File: src/rtl/uart_rx_if.sv
// Output handshake of the UART receiver: one recovered word plus its error
// flags, offered under valid/ready.
interface uart_rx_if;
   logic [7:0] data_out;
   logic       valid;
   logic       ready;
   logic       parity_err;
   logic       frame_err;

   modport master (output data_out, output valid, output parity_err, output frame_err,
                   input ready);
   modport slave  (input data_out, input valid, input parity_err, input frame_err,
                   output ready);
endinterface

File: src/rtl/uart_rx.sv
// UART receiver: 5-8 data bits, optional even parity, 1 or 2 stop bits,
// single-entry output buffer with sticky overrun.
module uart_rx #(
   parameter int CLKS_PER_BIT = 1
) (
   input  logic       clk,
   input  logic       arst,
   input  logic       rx,
   input  logic [1:0] num_data,
   input  logic       parity,
   input  logic       stop_2,
   uart_rx_if.master  m_out,
   output logic       overrun,
   output logic       busy
);

   localparam int            CW     = (CLKS_PER_BIT > 1) ? $clog2(CLKS_PER_BIT) : 1;
   localparam logic [CW-1:0] SAMPLE = CW'((CLKS_PER_BIT - 1) / 2);
   localparam logic [CW-1:0] LAST   = CW'(CLKS_PER_BIT - 1);

   typedef enum logic [2:0] {
      IDLE, START, DATA, PARITY, STOP1, STOP2, WAIT_HIGH
   } state_t;

   state_t        r_state;
   logic          r_rx_meta, r_rx_s;
   logic [CW-1:0] r_cnt;
   logic [1:0]    r_num;
   logic          r_par_en, r_stop2;
   logic [2:0]    r_bit_idx;
   logic [7:0]    r_shift;
   logic          r_par_acc, r_ferr;
   logic          r_busy, r_overrun;

   logic [CW-1:0] w_cnt_next;
   logic          w_sample, w_last_bit, w_ferr_final;

   assign w_cnt_next   = (r_cnt == LAST) ? '0 : r_cnt + CW'(1);
   assign w_sample     = (r_cnt == SAMPLE);
   assign w_last_bit   = (r_bit_idx == ({1'b0, r_num} + 3'd4));
   assign w_ferr_final = r_ferr | ~r_rx_s;

   assign busy    = r_busy;
   assign overrun = r_overrun;

   always_ff @(posedge clk or posedge arst) begin
      if (arst) begin
         // NOTE: synchronizer resets to the idle level so release never looks like a start bit.
         r_rx_meta        <= 1'b1;
         r_rx_s           <= 1'b1;
         r_state          <= IDLE;
         r_cnt            <= '0;
         r_num            <= '0;
         r_par_en         <= 1'b0;
         r_stop2          <= 1'b0;
         r_bit_idx        <= '0;
         r_shift          <= '0;
         r_par_acc        <= 1'b0;
         r_ferr           <= 1'b0;
         r_busy           <= 1'b0;
         r_overrun        <= 1'b0;
         m_out.data_out   <= '0;
         m_out.valid      <= 1'b0;
         m_out.parity_err <= 1'b0;
         m_out.frame_err  <= 1'b0;
      end else begin
         r_rx_meta <= rx;
         r_rx_s    <= r_rx_meta;
         r_cnt     <= w_cnt_next;

         if (m_out.valid && m_out.ready) m_out.valid <= 1'b0;

         case (r_state)
            IDLE: begin
               if (!r_rx_s) begin
                  r_num     <= num_data;
                  r_par_en  <= parity;
                  r_stop2   <= stop_2;
                  r_bit_idx <= '0;
                  r_shift   <= '0;
                  r_par_acc <= 1'b0;
                  r_ferr    <= 1'b0;
                  r_busy    <= 1'b1;
                  // A sample point at cnt 0 means the detection cycle already validated the start.
                  r_state   <= (SAMPLE == '0) ? DATA : START;
               end else begin
                  r_cnt <= '0;
               end
            end
            START: begin
               if (w_sample) begin
                  if (r_rx_s) begin
                     r_state <= IDLE;
                     r_busy  <= 1'b0;
                     r_cnt   <= '0;
                  end else begin
                     r_state <= DATA;
                  end
               end
            end
            DATA: begin
               if (w_sample) begin
                  r_shift[r_bit_idx] <= r_rx_s;
                  r_par_acc          <= r_par_acc ^ r_rx_s;
                  r_bit_idx          <= r_bit_idx + 3'd1;
                  if (w_last_bit) r_state <= r_par_en ? PARITY : STOP1;
               end
            end
            PARITY: begin
               if (w_sample) begin
                  r_par_acc <= r_par_acc ^ r_rx_s;
                  r_state   <= STOP1;
               end
            end
            STOP1, STOP2: begin
               if (w_sample) begin
                  r_ferr <= w_ferr_final;
                  if (r_state == STOP1 && r_stop2) begin
                     r_state <= STOP2;
                  end else begin
                     // A low stop bit parks in WAIT_HIGH so a held break is not re-read as a start.
                     r_state <= w_ferr_final ? WAIT_HIGH : IDLE;
                     r_busy  <= w_ferr_final;
                     r_cnt   <= '0;
                     if (!m_out.valid || m_out.ready) begin
                        m_out.data_out   <= r_shift;
                        m_out.parity_err <= r_par_en & r_par_acc;
                        m_out.frame_err  <= w_ferr_final;
                        m_out.valid      <= 1'b1;
                     end else begin
                        r_overrun <= 1'b1;
                     end
                  end
               end
            end
            WAIT_HIGH: begin
               r_cnt <= '0;
               if (r_rx_s) begin
                  r_state <= IDLE;
                  r_busy  <= 1'b0;
               end
            end
            default: begin
               r_state <= IDLE;
               r_busy  <= 1'b0;
               r_cnt   <= '0;
            end
         endcase
      end
   end

endmodule

File: src/flat_wrapper.sv
// flat-port wrapper written by rule: the top's interface ports become plain ports
module uart_rx_flat 
#(
   parameter int CLKS_PER_BIT = 1
)
  (clk, arst, rx, num_data, parity, stop_2, overrun, busy, m_out_data_out, m_out_valid, m_out_parity_err, m_out_frame_err, m_out_ready);
  uart_rx_if m_out_i ();
  input  logic clk;
  input  logic arst;
  input  logic rx;
  input  logic [1:0] num_data;
  input  logic parity;
  input  logic stop_2;
  output logic overrun;
  output logic busy;
  output wire logic [$bits(m_out_i.data_out)-1:0] m_out_data_out;
  output wire logic [$bits(m_out_i.valid)-1:0] m_out_valid;
  output wire logic [$bits(m_out_i.parity_err)-1:0] m_out_parity_err;
  output wire logic [$bits(m_out_i.frame_err)-1:0] m_out_frame_err;
  input wire logic [$bits(m_out_i.ready)-1:0] m_out_ready;
  assign m_out_data_out = m_out_i.data_out;
  assign m_out_valid = m_out_i.valid;
  assign m_out_parity_err = m_out_i.parity_err;
  assign m_out_frame_err = m_out_i.frame_err;
  assign m_out_i.ready = m_out_ready;
  uart_rx #(.CLKS_PER_BIT(CLKS_PER_BIT)) u_core (.clk(clk), .arst(arst), .rx(rx), .num_data(num_data), .parity(parity), .stop_2(stop_2), .m_out(m_out_i), .overrun(overrun), .busy(busy));
endmodule
File: config.mk
export PLATFORM = sky130hd
export DESIGN_NAME = uart_rx_flat
export DESIGN_NICKNAME = d
export VERILOG_FILES = /design/src/rtl/uart_rx_if.sv /design/src/rtl/uart_rx.sv /design/src/flat_wrapper.sv
export SDC_FILE = /design/constraint.sdc
export NUM_CORES = 1
export LEC_CHECK = 0
export ABC_AREA = 0
export BUFFER_PORTS_ARGS = -buffer_cell sky130_fd_sc_hd__buf_4
export CAP_MARGIN = 5
export CORE_MARGIN = 5
export CORE_UTILIZATION = 57
export CTS_CLUSTER_SIZE = 24
export DETAILED_ROUTE_END_ITERATION = 12
export GPL_ROUTABILITY_DRIVEN = 0
export PLACE_DENSITY = 0.78
export SYNTH_ARGS = -nofsm -noshare
export SYNTH_HDL_FRONTEND = slang
export SYNTH_SLANG_ARGS = --single-unit
File: constraint.sdc
create_clock -name clk -period 1.85 [get_ports clk]
set_clock_uncertainty 0.15 [all_clocks]
set_input_delay 0.2775 -clock clk [delete_from_list [all_inputs] [get_ports clk]]
set_output_delay 0.2775 -clock clk [all_outputs]
set_load 0.03 [all_outputs]
* Word-level counts from Yosys, hierarchy flattened
Index checks and enable logic that the tools add are counted.
Operators by class: add/subtract/negate cells 3, order comparisons 2, eq/ne operators 16, mux-type cells 43, bitwise gates (word level) 8, reductions and logical operators 19
Operators by type and width (number):
- 3-bit 2-to-1 mux | 12
- 1-bit 2-to-1 mux | 19
- 3-bit case mux with 6 select lines | 1
- 8-bit 2-to-1 mux | 2
- 8-bit case mux with 2 select lines | 1
- 2-bit inequality test (second input constant) | 7
- 3-bit equality test (second input constant) | 3
- 3-bit AND reduction | 3
- 8-bit bitwise mux | 1
- 4-bit AND reduction | 2
- 7-bit AND reduction | 1
- 3-bit by 2-bit equality test with 1-bit output (second input constant) | 2
- 3-bit case mux with 2 select lines | 1
- 2-bit nonzero test | 3
- 1-bit inverter | 5
- 1-bit case mux with 5 select lines | 1
- 5-bit AND reduction | 1
- 3-bit by 4-bit less-than comparator with 1-bit output (second input constant) | 1
- 2-bit by 1-bit inequality test with 1-bit output (second input constant) | 2
- 1-bit case mux with 2 select lines | 2
- 1-bit case mux with 4 select lines | 1
- 2-bit OR reduction | 2
- 2-bit by 3-bit adder with 3-bit output (second input constant) | 1
- 3-bit by 1-bit adder with 3-bit output (second input constant) | 1
- other kinds (14) | 16
Storage, ports and cells: flip-flop bits (word level) 36, input port bits 8, output and inout bits 13, logic and storage cells 108

* Depth between registers and ports, before layout
Gate-level depths: netlist of the first run.
depth in word-level cells 7, gate-level depth with buffers 6

* Worst setup path after synthesis of the first run
OpenSTA, ideal clock, no wires.
path kind register -> register, start point register u_core.r_state[0], end point register u_core.r_busy, in the netlist u_core.busy, data arrival time 1.305 ns, required time 1.572 ns, slack 0.268 ns, stages on the path, launching flop included 6, path buffers 1, clock period less this slack 1.582 ns, cells stage by stage dfrtp_1 clkbuf_4 nor4_4 a31oi_1 o21ai_1 mux2_1
On the way: cells in the longest elaborated chain, start to end 4, elaborated cells between the ends (all ways) 17, those cells by class eq/ne (10); mux (1); bitwise (1); reduce/logical (5)
Ends and longest elaborated chain:
- start, declared | line uart_rx.sv:25 | state_t r_state;
- start signal, assigned | line uart_rx.sv:85 | r_state <= (SAMPLE == '0) ? DATA : START;
- start signal, assigned | line uart_rx.sv:106 | if (w_last_bit) r_state <= r_par_en ? PARITY : STOP1;
- start signal, assigned | line uart_rx.sv:122 | r_state <= w_ferr_final ? WAIT_HIGH : IDLE;
- 3-bit equality test (tied with other cells) | line uart_rx.sv:73 | case (r_state)
- 2-bit OR reduction (tied with other cells) | line uart_rx.sv:73
- 2-bit inequality test (no line) or 1-bit inverter (tied branches)
- 5-bit AND reduction (no line)
- end signal, assigned | line uart_rx.sv:123 | r_busy <= w_ferr_final;
- end, declared | line uart_rx.sv:33 | logic r_busy, r_overrun;
Parallel ways exist; a longest one is shown, timed or not. A chain may end at the register's enable or synchronous reset.

* Final worst setup path of the first run
start point register u_core.r_state[0], end point register u_core.m_out.data_out[6]
On the way: cells in the longest elaborated chain, start to end 4, elaborated cells between the ends (all ways) 6, those cells by class eq/ne (2); bitwise (1); reduce/logical (3)
Ends and longest elaborated chain:
- 3-bit equality test | line uart_rx.sv:73, uart_rx.sv:118
- 1-bit logical AND | line uart_rx.sv:118 | if (r_state == STOP1 && r_stop2) begin
- 1-bit inverter (no line)
- 4-bit AND reduction (no line) (*)
- end signal, assigned | line uart_rx.sv:126 | m_out.data_out <= r_shift;
- end, declared | line uart_rx_if.sv:10 | modport master (output data_out, output valid, output parity_err, output frame_err,
Mark *: on every way between the ends. The rest lies on a longest branch, timed or not.

==> flow_summary.ini, run 1 <==
[status]
status = completed

[cts]
clk_pin_slew_ns = 0.10
cts_inserted_buffers = 5
cts_tree = done
clockBufferDepth = 2
root_buffer = clkbuf_4
cts_setup_buffers = 0
clkSinkCount = 35
cts_max_level = 2
clock_latency_ns = 0.33

[sta]
period_share = 0.924
slew_headroom = 0.709
clock.fmax_mhz = 585
layout_min_cycle_time_ns = 1.71
worst_pin_slew_ns = 0.436
drv_slew = 0
rsz0062_at_grt = false
finalHoldViolCount = 0
tns_ns = 0
fin_ws_ns = 0.140
whs_ns = 0.0174
setup_viol = 0

[power]
irDropWorstVdd_v = 0.000940
power_w = 0.00361
p_leak_nw = 0.921
p_per_area_nw_per_um2 = 1820

[cells_and_area]
multiInputGateArea_um2 = 777
final_common_cell = dfrtp_1
design_area_um2 = 1990
finalNetCount = 187
drive_gt1_frac = 0.313
mostFrequentLayoutCells = dfrtp_1 (32), buf_4 (25), nand2_1 (14), o21ai_0 (11), mux2_2 (9)
areaGrowthSynthToFinish_pct = 12.6
ff_latch_area_um2 = 880
fillers = 227
antenna_cells = 0

[detailed_routing]
wl_per_cell_um = 15.1
vias = 1235
via_per_inst = 5.83
remaining_drc_errors = 0
routed_wl_um = 3200
drtIter0Drc = 58
first_pass_iters = 4
antenna_left = 0

[worst_hold_path]
min_path_type = in -> reg

[floorplanning]
fp.dieH_um = 65.7
die_area_um2 = 4310
start_util = 0.588
die_w_um = 65.7
io_pins = 21
fp-row-count = 20
coreArea_um2 = 3000

[synth]
synth_seq_cells = 35
syn_area_per_cell_um2 = 11.3
synth_nets = 165
async_flop_share = 1.00
yosysWarnings = 0
syn_area_um2 = 1770
synth_edf_count = 0
yosysSeqAreaShare = 0.497
synth_flop_cell = dfrtp_1
yosysUniqueCellTypes = 41
syn_inst = 156

[global_routing]
grt_pass1_wl_um = 5710
grt_max_degree = 36
antenna_found_initial = 0
grtUsageTotal = 0.175
overflow = 0
grt_pass1_vias = 1301

[worst_setup_path]
cp_max_fo = 12
critical_path_arrival_ns = 1.78
critPathKind = reg -> reg
end_kind = flop
critPathLaunchType = flop
cp_data_required_time_ns = 1.92

[placement]
placed_cell_area_um2 = 1900
dp_slack_ns = 0.141
portBuffers = 20
hpwl_um = 2240

[flow_run]
cap_viol_max_count = 0
## what timing repair did
action / 4_1_cts / 5_1_grt
setup endpoints to repair: 0 / 1
hold buffers: 2 / 0
resized for setup: 0 / 1
endpoints found under the hold margin: 34 / 0
## Yosys cell counts, types with 2 or more instances
library cell | number | area [um^2]
a21oi_1 | 8 | 40.0
a22o_1 | 6 | 52.6
buf_2 | 5 | 25.0
buf_6 | 5 | 56.3
dfrtp_1 | 33 | 826
dfstp_2 | 2 | 52.6
inv_1 | 4 | 15.0
mux2_2 | 9 | 101
mux2_4 | 6 | 90.1
mux2i_1 | 6 | 60.1
nand2_1 | 14 | 52.6
nand2b_1 | 3 | 18.8
nand3_1 | 4 | 20.0
nand3b_1 | 2 | 15.0
nand4_1 | 2 | 12.5
nor2_1 | 7 | 26.3
nor2b_1 | 3 | 18.8
nor3b_1 | 3 | 22.5
o21ai_0 | 11 | 55.1
xnor2_1 | 2 | 17.5
## final cells by class
cell class,count,area share
clock buffers,8,0.0346
inverters,4,0.00755
multi-input cells,105,0.391
flip-flops and latches,35,0.442
well taps,33,0.0208
repair buffers,27,0.104
## through the flow
stage | std cells | util
floorplan | 156 | -
global placement | 202 | 0.633
detailed placement | 202 | 0.633
CTS | 212 | 0.662
global route | 212 | 0.663
finish | 212 | 0.663
## cell families (layout without fill, tap and decap cells)
| group | Yosys count | count (layout) | share of synthesized area |
|---|---|---|---|
| AND/OR/NAND/NOR | 47 | 47 | 0.157 |
| flip-flops | 35 | 35 | 0.497 |
| multiplexers | 22 | 22 | 0.149 |
| adder cells (fa/ha/maj) | 1 | 1 | 0.00708 |
| AO/OA/AOI/OAI | 33 | 33 | 0.118 |
| buffers and inverters | 16 | 39 | 0.0630 |
| XOR/XNOR | 2 | 2 | 0.00992 |
## critical path: stages (launching register included)
cell and delay (ns):
dfrtp_1 0.53, nand2b_4 0.20, and4_4 0.36, mux2_2 0.36
## layer usage
metal | vias to the layer above | wire (um) | global-route usage
met5 | - | 0 | 0
met4 | 0 | 58 | 0.0648
met3 | 6 | 131 | 0.0718
met1 | 608 | 1430 | 0.202
li1 | 592 | - | -
met2 | 29 | 1580 | 0.290
## state kept, by name, indices dropped and copies added (netlist names)
register and cells:
u_core.m_out.data_out 8, u_core.r_rx_meta 1, u_core.r_ferr 1, u_core.r_stop2 1
u_core.r_par_acc 1, u_core.r_rx_s 1, u_core.r_par_en 1, u_core.m_out.frame_err 1
u_core.m_out.parity_err 1, u_core.m_out.valid 1, u_core.r_bit_idx 3, u_core.busy 1
u_core.r_num 2, u_core.r_state 3, u_core.r_shift 8, u_core.overrun 1
## path summary, 6_finish.rpt
| kind | start | to | slack [ns] | depth (start not counted) |
|---|---|---|---|---|
| max in group asynchronous | arst | u_core.r_rx_s | 0.78 | 4 |
| setup / recovery | u_core.r_state[0] | u_core.m_out.data_out[6] | 0.14 | 3 |
| hold reg to reg | u_core.r_rx_meta | u_core.r_rx_s | 0.22 | 0 |
| hold / removal | stop_2 | u_core.r_stop2 | 0.02 | 2 |
| setup reg to reg | u_core.r_state[0] | u_core.m_out.data_out[6] | 0.14 | 3 |
| min in group asynchronous | arst | u_core.overrun | 0.44 | 4 |
## report_power, final
group,internal [W],leakage [nW],switching (W),total (W)
clock,0.000224,0.0386,0.000242,0.000465
combinational,0.000845,0.466,0.000815,0.00166
sequential,0.00111,0.416,0.000382,0.00149
total,0.00218,0.921,0.00144,0.00361
(Power assumes the default switching activity.)
==> run 2: changes to the inputs <==
Settings changed: HOLD_SLACK_MARGIN set to 0.08.
Clock period 1.85 ns to 1.6 ns, I/O delays scaled along.
==> run 2 against run 1 <==
  * Sequential share of layout area is 4.2 points lower
  * Combinational power is 42% higher
  * The run now ends with setup timing left
  * Critical path depth is 1 higher
  * Critical endpoint is now u_core.busy
  * Die area stayed put
==> flow_summary.ini, run 2 (synthesized netlist as in run 1, its figures left out) <==
[floorplanning]
coreArea_um2 = 3000
start_util = 0.588
die_area_um2 = 4310
fp-row-count = 20
fp.dieH_um = 65.7
io_pins = 21
die_w_um = 65.7

[cts]
cts_tree = done
clockBufferDepth = 2
root_buffer = clkbuf_4
clock_latency_ns = 0.33
clkSinkCount = 35
clk_pin_slew_ns = 0.10
cts_max_level = 2
cts_inserted_buffers = 5

[detailed_routing]
via_per_inst = 5.56
wl_per_cell_um = 15.5
vias = 1317
first_pass_iters = 4
drtIter0Drc = 42
antenna_left = 0
routed_wl_um = 3680
remaining_drc_errors = 0

[sta]
worst_pin_slew_ns = 0.426
clock.fmax_mhz = 619
slew_headroom = 0.716
fin_ws_ns = -0.0148
finalHoldViolCount = 0
whs_ns = 0.109
period_share = 1.01
setup_viol = 1
tns_ns = -0.0148
layout_min_cycle_time_ns = 1.61
rsz0062_at_grt = true
drv_slew = 0

[worst_setup_path]
cp_max_fo = 8
critPathLaunchType = flop
critPathKind = reg -> reg
cp_data_required_time_ns = 1.68
slowest_stage = dfstp_2
rrSetupSlack_ns = -0.01
crit_chain = nor4_4 -> a31oi_1 -> o21ai_1 -> mux2_1
max_stage_delay_ns = 0.65
end_kind = flop
critical_path_arrival_ns = 1.69

[placement]
portBuffers = 20
dp_slack_ns = -0.0319
dpl.cell_count = 218
hpwl_um = 2530

[cells_and_area]
mostFrequentLayoutCells = buf_4 (43), dfrtp_1 (29), nand2_1 (14), mux2_4 (10), o21ai_0 (9)
largest_registers = u_core.m_out.data_out x8, u_core.r_shift x8
fin_util = 0.736
drive_gt1_frac = 0.402
finalNonFillerCells = 237
antenna_cells = 0
fillers = 206
ff_latch_area_um2 = 883
finalNetCount = 212
areaGrowthSynthToFinish_pct = 25.1
final_common_cell = buf_4
multiInputGateArea_um2 = 805

[power]
irDropWorstVdd_v = 0.00144
p_leak_nw = 1.05
p_per_area_nw_per_um2 = 2030

[global_routing]
grtUsageTotal = 0.192
grt_pass1_wl_um = 6300
grt_pass1_vias = 1379
overflow = 0
antenna_found_initial = 0
grt_max_degree = 36

[worst_hold_path]
min_path_type = in -> reg

[flow_run]
cap_viol_max_count = 0

[status]
violations = setup timing
status = complete, but fails checks
-- run 2: cell types whose count changed in the layout (fill, tap and decap cells not counted), moves of 3 or more --
cell,before,now
buf_4,25,43
dfrtp_1,32,29
dfrtp_2,1,4
dlygate4sd3_1,2,7
mux2_2,9,5
mux2_4,6,10
-- run 2: per-layer routing --
layer | vias to the layer above | track usage | share of wire
met5 | - | 0 | 0
met4 | 0 | 0.0751 | 0.021
met3 | 9 | 0.0581 | 0.030
met2 | 21 | 0.334 | 0.50
met1 | 650 | 0.219 | 0.45
li1 | 637 | - | -
-- run 2: layout make-up --
type                    count  share of cell area
flip-flops and latches     35               0.400
multi-input cells         105               0.364
repair buffers             52               0.188
clock buffers               7              0.0204
well taps                  33              0.0187
inverters                   4             0.00680
clock inverters             1             0.00227
-- run 2: critical path, delay by kind of cell, from the launching register on --
kind               cells  cell delay [ns]
DFF                    1             0.65
and+or+nand+nor        1             0.07
muxes                  1             0.32
AOI/OAI and AO/OA      2             0.32
-- run 2: report_power, final --
group	leakage (nW)	total (W)	switching, W	internal (W)
sequential	0.412	0.00169	0.000406	0.00129
combinational	0.605	0.00235	0.00111	0.00123
clock	0.0293	0.000446	0.000275	0.000171
total	1.05	0.00449	0.00179	0.00269
-- run 2: repair_timing --
action / in CTS / in global routing
pin swaps: 2 / 5
setup buffers: 2 / 2
hold endpoints to repair: 39 / 0
resized for setup: 2 / 15
setup endpoints to repair: 13 / 23
hold buffers: 7 / 0
-- run 2: path summary, 6_finish.rpt --
check / from / endpoint / depth (start not counted)
min reg2reg: u_core.r_rx_meta / u_core.r_rx_s / 0
max reg2reg: u_core.r_rx_s / u_core.busy / 4
max in group asynchronous: arst / u_core.r_bit_idx[1] / 4
min in group asynchronous: arst / u_core.overrun / 4
min: m_out_ready / u_core.overrun / 3
max: u_core.r_rx_s / u_core.busy / 4
-- run 2: stage by stage --
| step | area, um^2 | power [W] |
|---|---|---|
| 4_1_cts | 2160 | 0.00437 |
| 2_1_floorplan | 1770 | 0.00319 |
| 3_3_place_gp | 2020 | 0.00375 |
| 3_5_place_dp | 2020 | 0.00388 |
| 5_1_grt | 2210 | 0.00481 |
| 6_report | 2210 | 0.00449 |
